File: config.mk
export PLATFORM = sky130hd
export DESIGN_NAME = ad9361_ensm_seq
export DESIGN_NICKNAME = d
export VERILOG_FILES = /design/src/rtl/ad9361_ensm_pkg.sv /design/src/rtl/ensm_dwell_cnt.sv /design/src/rtl/ad9361_ensm_seq.sv
export SDC_FILE = /design/constraint.sdc
export NUM_CORES = 1
export LEC_CHECK = 0
export CAP_MARGIN = 10
export CORE_UTILIZATION = 40
export CTS_BUF_LIST = sky130_fd_sc_hd__clkbuf_8
export CTS_CLUSTER_DIAMETER = 30
export DETAILED_ROUTE_END_ITERATION = 10
export GPL_TIMING_DRIVEN = 1
export SLEW_MARGIN = 20
export SYNTH_ARGS = -nofsm -noshare
export SYNTH_HDL_FRONTEND = slang
export SYNTH_SLANG_ARGS = --single-unit
File: constraint.sdc
create_clock -name axi_aclk -period 2.6 [get_ports axi_aclk]
set_input_delay 0.52 -clock axi_aclk [delete_from_list [all_inputs] [get_ports axi_aclk]]
set_output_delay 0.52 -clock axi_aclk [all_outputs]
set_load 0.01 [all_outputs]
File: src/rtl/ad9361_ensm_pkg.sv
// Shared encodings for the AD9361 pin-control ENSM sequencer.
// The mode and state values match the req_mode and state port encodings.
package ad9361_ensm_pkg;

  localparam int MODE_W  = 2;
  localparam int STATE_W = 2;

  typedef enum logic [MODE_W-1:0] {
    MODE_ALERT = 2'd0,
    MODE_RX    = 2'd1,
    MODE_TX    = 2'd2,
    MODE_FDD   = 2'd3
  } ensm_mode_e;

  typedef enum logic [STATE_W-1:0] {
    ST_ALERT  = 2'd0,
    ST_SETUP  = 2'd1,
    ST_ACTIVE = 2'd2,
    ST_HOLD   = 2'd3
  } ensm_state_e;

  function automatic logic mode_txnrx(input ensm_mode_e m);
    return (m == MODE_TX) || (m == MODE_FDD);
  endfunction

  function automatic logic mode_has_rx(input ensm_mode_e m);
    return (m == MODE_RX) || (m == MODE_FDD);
  endfunction

  function automatic logic mode_has_tx(input ensm_mode_e m);
    return (m == MODE_TX) || (m == MODE_FDD);
  endfunction

endpackage

File: src/rtl/ensm_dwell_cnt.sv
// Loadable down-counter that saturates at zero; done flags the terminal count.
// A load value of N-1 keeps the owning state resident for exactly N cycles.
module ensm_dwell_cnt #(
  parameter int              CNT_W   = 16,
  parameter logic [CNT_W-1:0] RST_VAL = '0
) (
  input  logic             clk,
  input  logic             rst,
  input  logic             load,
  input  logic [CNT_W-1:0] load_val,
  output logic             done
);

  logic [CNT_W-1:0] cnt_q;

  always_ff @(posedge clk) begin
    if (rst) begin
      cnt_q <= RST_VAL;
    end else if (load) begin
      cnt_q <= load_val;
    end else if (cnt_q != '0) begin
      cnt_q <= cnt_q - CNT_W'(1);
    end
  end

  assign done = (cnt_q == '0);

endmodule

File: src/rtl/ad9361_ensm_seq.sv
// Pin-control ENSM sequencer: turns mode requests into ENABLE/TXNRX pin sequences
// with txnrx setup/hold around enable and a minimum ALERT dwell between modes.
//
//  state  | meaning
//  -------+-----------------------------------------------------------
//  ALERT  | enable low; dwell runs; accepts requests or manual override
//  SETUP  | txnrx driven for the new mode, waiting before enable rises
//  ACTIVE | enable high; rx/tx_active reflect the current mode
//  HOLD   | enable low, txnrx held before returning to ALERT
module ad9361_ensm_seq
  import ad9361_ensm_pkg::*;
#(
  parameter int SETUP_CYCLES = 4,
  parameter int HOLD_CYCLES  = 4,
  parameter int ALERT_CYCLES = 8,
  parameter int CNT_W        = 16
) (
  input  logic                axi_aclk,
  input  logic                axi_areset,
  input  logic                req_valid,
  output logic                req_ready,
  input  logic [MODE_W-1:0]   req_mode,
  input  logic                man_en,
  input  logic                up_enable,
  input  logic                up_txnrx,
  output logic                enable,
  output logic                txnrx,
  output logic                rx_active,
  output logic                tx_active,
  output logic                mode_done,
  output logic [STATE_W-1:0]  state
);

  localparam int CNT_MAX = (CNT_W >= 1 && CNT_W <= 30) ? ((1 << CNT_W) - 1) : 0;

  if (CNT_W < 1 || CNT_W > 30 ||
      SETUP_CYCLES < 1 || SETUP_CYCLES > CNT_MAX ||
      HOLD_CYCLES  < 1 || HOLD_CYCLES  > CNT_MAX ||
      ALERT_CYCLES < 1 || ALERT_CYCLES > CNT_MAX) begin : g_param_err
    $error("ad9361_ensm_seq: dwell parameter out of range for CNT_W");
  end

  localparam logic [CNT_W-1:0] SETUP_LD = CNT_W'(SETUP_CYCLES - 1);
  localparam logic [CNT_W-1:0] HOLD_LD  = CNT_W'(HOLD_CYCLES - 1);
  localparam logic [CNT_W-1:0] ALERT_LD = CNT_W'(ALERT_CYCLES - 1);
  localparam logic [CNT_W-1:0] ALERT_RST = CNT_W'(ALERT_CYCLES);

  ensm_state_e state_q, state_nxt;
  ensm_mode_e  cur_q, cur_nxt;
  ensm_mode_e  pend_mode_q, pend_mode_nxt;
  ensm_mode_e  req_m;
  logic        pend_vld_q, pend_vld_nxt;
  logic        alert_pend_q, alert_pend_nxt;
  logic        enable_q, enable_nxt;
  logic        txnrx_q, txnrx_nxt;
  logic        mode_done_q, mode_done_nxt;
  logic        man_q;
  logic        accept;
  logic        cnt_load;
  logic [CNT_W-1:0] cnt_val;
  logic        dwell_done;

  ensm_dwell_cnt #(
    .CNT_W   (CNT_W),
    .RST_VAL (ALERT_RST)
  ) u_dwell (
    .clk      (axi_aclk),
    .rst      (axi_areset),
    .load     (cnt_load),
    .load_val (cnt_val),
    .done     (dwell_done)
  );

  assign req_m     = ensm_mode_e'(req_mode);
  // A queued mode change owns the next ALERT exit, so nothing new is taken meanwhile.
  assign req_ready = !man_en &&
                     (((state_q == ST_ALERT) && dwell_done && !pend_vld_q) ||
                      (state_q == ST_ACTIVE));
  assign accept    = req_valid && req_ready;

  always_ff @(posedge axi_aclk) begin
    if (axi_areset) begin
      state_q      <= ST_ALERT;
      cur_q        <= MODE_ALERT;
      pend_mode_q  <= MODE_ALERT;
      pend_vld_q   <= 1'b0;
      alert_pend_q <= 1'b0;
      enable_q     <= 1'b0;
      txnrx_q      <= 1'b0;
      mode_done_q  <= 1'b0;
      man_q        <= 1'b0;
    end else begin
      state_q      <= state_nxt;
      cur_q        <= cur_nxt;
      pend_mode_q  <= pend_mode_nxt;
      pend_vld_q   <= pend_vld_nxt;
      alert_pend_q <= alert_pend_nxt;
      enable_q     <= enable_nxt;
      txnrx_q      <= txnrx_nxt;
      mode_done_q  <= mode_done_nxt;
      man_q        <= man_en;
    end
  end

  always_comb begin
    state_nxt      = state_q;
    cur_nxt        = cur_q;
    pend_mode_nxt  = pend_mode_q;
    pend_vld_nxt   = pend_vld_q;
    alert_pend_nxt = alert_pend_q;
    enable_nxt     = enable_q;
    txnrx_nxt      = txnrx_q;
    mode_done_nxt  = 1'b0;
    cnt_load       = 1'b0;
    cnt_val        = '0;

    unique case (state_q)
      ST_ALERT: begin
        enable_nxt = 1'b0;
        if (pend_vld_q) begin
          if (dwell_done) begin
            state_nxt    = ST_SETUP;
            cur_nxt      = pend_mode_q;
            txnrx_nxt    = mode_txnrx(pend_mode_q);
            pend_vld_nxt = 1'b0;
            cnt_load     = 1'b1;
            cnt_val      = SETUP_LD;
          end
        end else if (man_en) begin
          enable_nxt = up_enable;
          txnrx_nxt  = up_txnrx;
        end else begin
          if (man_q) begin
            cnt_load = 1'b1;
            cnt_val  = ALERT_LD;
          end
          if (accept) begin
            if (req_m == MODE_ALERT) begin
              mode_done_nxt = 1'b1;
            end else begin
              state_nxt = ST_SETUP;
              cur_nxt   = req_m;
              txnrx_nxt = mode_txnrx(req_m);
              cnt_load  = 1'b1;
              cnt_val   = SETUP_LD;
            end
          end
        end
      end
      ST_SETUP: begin
        if (dwell_done) begin
          state_nxt     = ST_ACTIVE;
          enable_nxt    = 1'b1;
          mode_done_nxt = 1'b1;
        end
      end
      ST_ACTIVE: begin
        if (accept) begin
          if (req_m == cur_q) begin
            mode_done_nxt = 1'b1;
          end else begin
            state_nxt  = ST_HOLD;
            enable_nxt = 1'b0;
            cnt_load   = 1'b1;
            cnt_val    = HOLD_LD;
            if (req_m == MODE_ALERT) begin
              alert_pend_nxt = 1'b1;
            end else begin
              pend_vld_nxt  = 1'b1;
              pend_mode_nxt = req_m;
            end
          end
        end
      end
      ST_HOLD: begin
        if (dwell_done) begin
          state_nxt = ST_ALERT;
          cur_nxt   = MODE_ALERT;
          cnt_load  = 1'b1;
          cnt_val   = ALERT_LD;
          if (alert_pend_q) begin
            mode_done_nxt  = 1'b1;
            alert_pend_nxt = 1'b0;
          end
        end
      end
      default: state_nxt = ST_ALERT;
    endcase
  end

  assign enable    = enable_q;
  assign txnrx     = txnrx_q;
  assign mode_done = mode_done_q;
  assign state     = state_q;
  assign rx_active = (state_q == ST_ACTIVE) && mode_has_rx(cur_q);
  assign tx_active = (state_q == ST_ACTIVE) && mode_has_tx(cur_q);

endmodule
==> impl_metrics.toml <==
[outcome]
status = "finished clean"

[synth]
synth_common_cells = "dfxtp_1, nor2_1, a21oi_1, nand2_1, o21ai_0"
ys_seq_area_frac = 0.3239
synth_compound_area_frac = 0.2220
synthXorXnorAreaFrac = 0.07592
yosysTopAreaCell = "dfxtp_1"
syn_nets = 216
yosysWarningCount = 0
synth_cell_types = 56
synth-seq-cells = 28
synth_top_area_share = 0.3239
synth_top_family_by_area = "simple AND/OR/NAND/NOR gates"
synthAdderAreaFrac = 0.05061
async_flop_share = 0
synth_flop_cell = "dfxtp_1"
postSynthAreaPerCell_um2 = 8.609
yosysMostFrequentCell = "dfxtp_1"
synth-edff-count = 0
synthSimpleGateAreaFrac = 0.2589
synth_area_leaders = "dfxtp_1, ha_1, nor2_1"
muxShareOfSynthArea = 0.01808
syn_inst = 201
synth.cell_area_um2 = 1730

[grt]
grt_pass1_vias = 1440
grt_pass1_wl_um = 6617
track_usage = 0.1943
grt_overflow = 0
antenna_found_initial = 0
grt_max_degree = 19

[place]
numPortBuffers = 15
gp_congestion = 0.9635
dpl.cell_count = 262
pre_cts_ws_ns = 0.005986
dp_hpwl_um = 3007

[sta]
setup_ws_ns = 0.1646
finalSetupTns_ns = 0
finalCritPeriodShare = 0.9367
worstMarginPinSlew_ns = 0.5889
fin_crit_ns = 2.435
slew_viol_final = 0
hold_violations = 0
grt_setup_unrepaired = "no"
finClkSkew_ns = 0.005054
relSlewSlack = 0.6063
clock.fmax_ghz = 0.4106
setup_viol_count_final = 0
holdWs_ns = 0.4849

[worst_setup_path]
r2r.worst_path.cells = 7
cp-end-kind = "output pin"
worst_setup_path_start_kind = "register"
critical_path_arrival_ns = 1.92
crit_path_cell_trace = "inv_1, ha_1, and2_1, clkdlybuf4s50_1"
criticalPathCategory = "reg2out"
worstPathRequired_ns = 2.08
critical_path.max_fanout = 13
slowest_stage = "clkdlybuf4s50_1"
critPathMaxStageDelay_ns = 0.53

[pwr]
powerDensity_nw_per_um2 = 910.5
ir_drop_v = 0.0003418
leakagePower_nw = 0.7262

[routing]
via_per_inst = 5.742
drc = 0
finalWirelength_um = 4061
routedWlPerCell_um = 15.21
vias = 1533
dr.pass1.iters = 4
postRouteAntennaNets = 0
drt_iter0_drc = 85

[clock_network]
clkSinkCount = 28
hold_buffers = 0
cts_tree = "yes"
cts_buffers = 3
clockBufferDepth = 2
htreeDepth = 1
ctsRootBufferMaster = "clkbuf_8"
cts.clk_slew.worst_paths_ns = 0.10
clkLatencyLatePin_ns = 0.28

[finish]
final_nets = 233
finalNonFillerCells = 267
drive_gt1_frac = 0.1198
syn_to_final_growth_pct = 15.26
num-fill-cells = 407
post-route-util = 0.4881
antenna_cells = 0

[die]
dieHeight_um = 67.77
rows = 23
core-area_um2 = 4086
die_w_um = 67.77
pin_count = 16
initial_core_util = 0.4235
dieArea_um2 = 4593

[job]
drv_cap = 0

[min_path]
whs_path_depth = 2
min_path_type = "reg2reg"
[critical path: cells and delay by family (launching register included)]
kind / cells / cell delay, ns
adders and majority gates: 1 / 0.45
and+or+nand+nor: 1 / 0.19
DFF: 1 / 0.37
buffers and inverters: 2 / 0.63
[cells in the final DEF, fill, tap and decap left out, types with 4 or more instances in the layout]
master and count:
inv_1 8, xor2_1 6, o21ai_0 11, dfxtp_1 28
nor2_1 23, ha_1 7, a21oi_1 13, nand2_1 13
xnor2_1 9, clkbuf_8 4, nand3b_1 4, buf_4 7
clkdlybuf4s50_1 14, nor4_1 4, nor2b_1 4, nand4_1 5
[metal layers]
layer | vias up | GRT usage | routed length (um)
li1 | 758 | - | -
met1 | 729 | 0.2533 | 2018
met2 | 41 | 0.3267 | 1858
met3 | 5 | 0.02196 | 123
met4 | 0 | 0.07031 | 60
met5 | - | 0 | 0
[sequential cells by signal, indices dropped and copies added, names as in the netlist]
| signal | cells |
|---|---|
| mode_done | 1 |
| man_q | 1 |
| u_dwell.cnt_q | 16 |
| enable | 1 |
| state | 2 |
| pend_mode_q | 2 |
| txnrx | 1 |
| cur_q | 2 |
| pend_vld_q | 1 |
| alert_pend_q | 1 |
[kinds of logic (layout without fill, tap and decap cells)]
family,Yosys count,in the layout
xor gates and xnor gates,15,15
muxes,3,3
adders and majority gates,7,7
and+or+nand+nor,78,78
DFF,28,28
buffers and inverters,18,34
AOI/OAI and AO/OA,52,52
[per-stage QoR]
step / total power, mW / area (um^2)
3_3_place_gp: 1.491 / 1931
3_5_place_dp: 1.510 / 1931
6_report: 1.816 / 1994
2_1_floorplan: 1.301 / 1730
5_1_grt: 1.957 / 1994
4_1_cts: 1.826 / 1994
[repair_timing]
item / in CTS / in global routing
buffers inserted: 1 / 0
setup endpoints to repair: 1 / 0
gates resized for setup: 2 / 0
[layout make-up]
cell class                      instances  area (um^2)  area share
Timing Repair Buffer                   22        201.4      0.1010
Clock buffer                            4        55.05     0.02760
Sequential cell                        28        560.5      0.2811
Multi-Input combinational cell        155         1085      0.5439
Inverter                                8        30.03     0.01506
Tap cell                               50        62.56     0.03137
[report_power, final]
group | total (mW) | internal, mW | switching (mW)
logic | 0.896 | 0.425 | 0.472
clock network | 0.278 | 0.136 | 0.142
registers | 0.642 | 0.526 | 0.116
[final timing paths]
kind / startpoint / end / slack, ns
worst max-delay path: state[0]$_SDFFE_PP0P_ / rx_active / 0.16
worst min-delay path: pend_mode_q[0]$_SDFFE_PP0P_ / pend_mode_q[0]$_SDFFE_PP0P_ / 0.48
worst max register to register: state[0]$_SDFFE_PP0P_ / u_dwell.cnt_q[4]$_SDFFE_PP0P_ / 0.27
worst min register to register: pend_mode_q[0]$_SDFFE_PP0P_ / pend_mode_q[0]$_SDFFE_PP0P_ / 0.48
No activity file was read; power rests on OpenSTA's default activity.
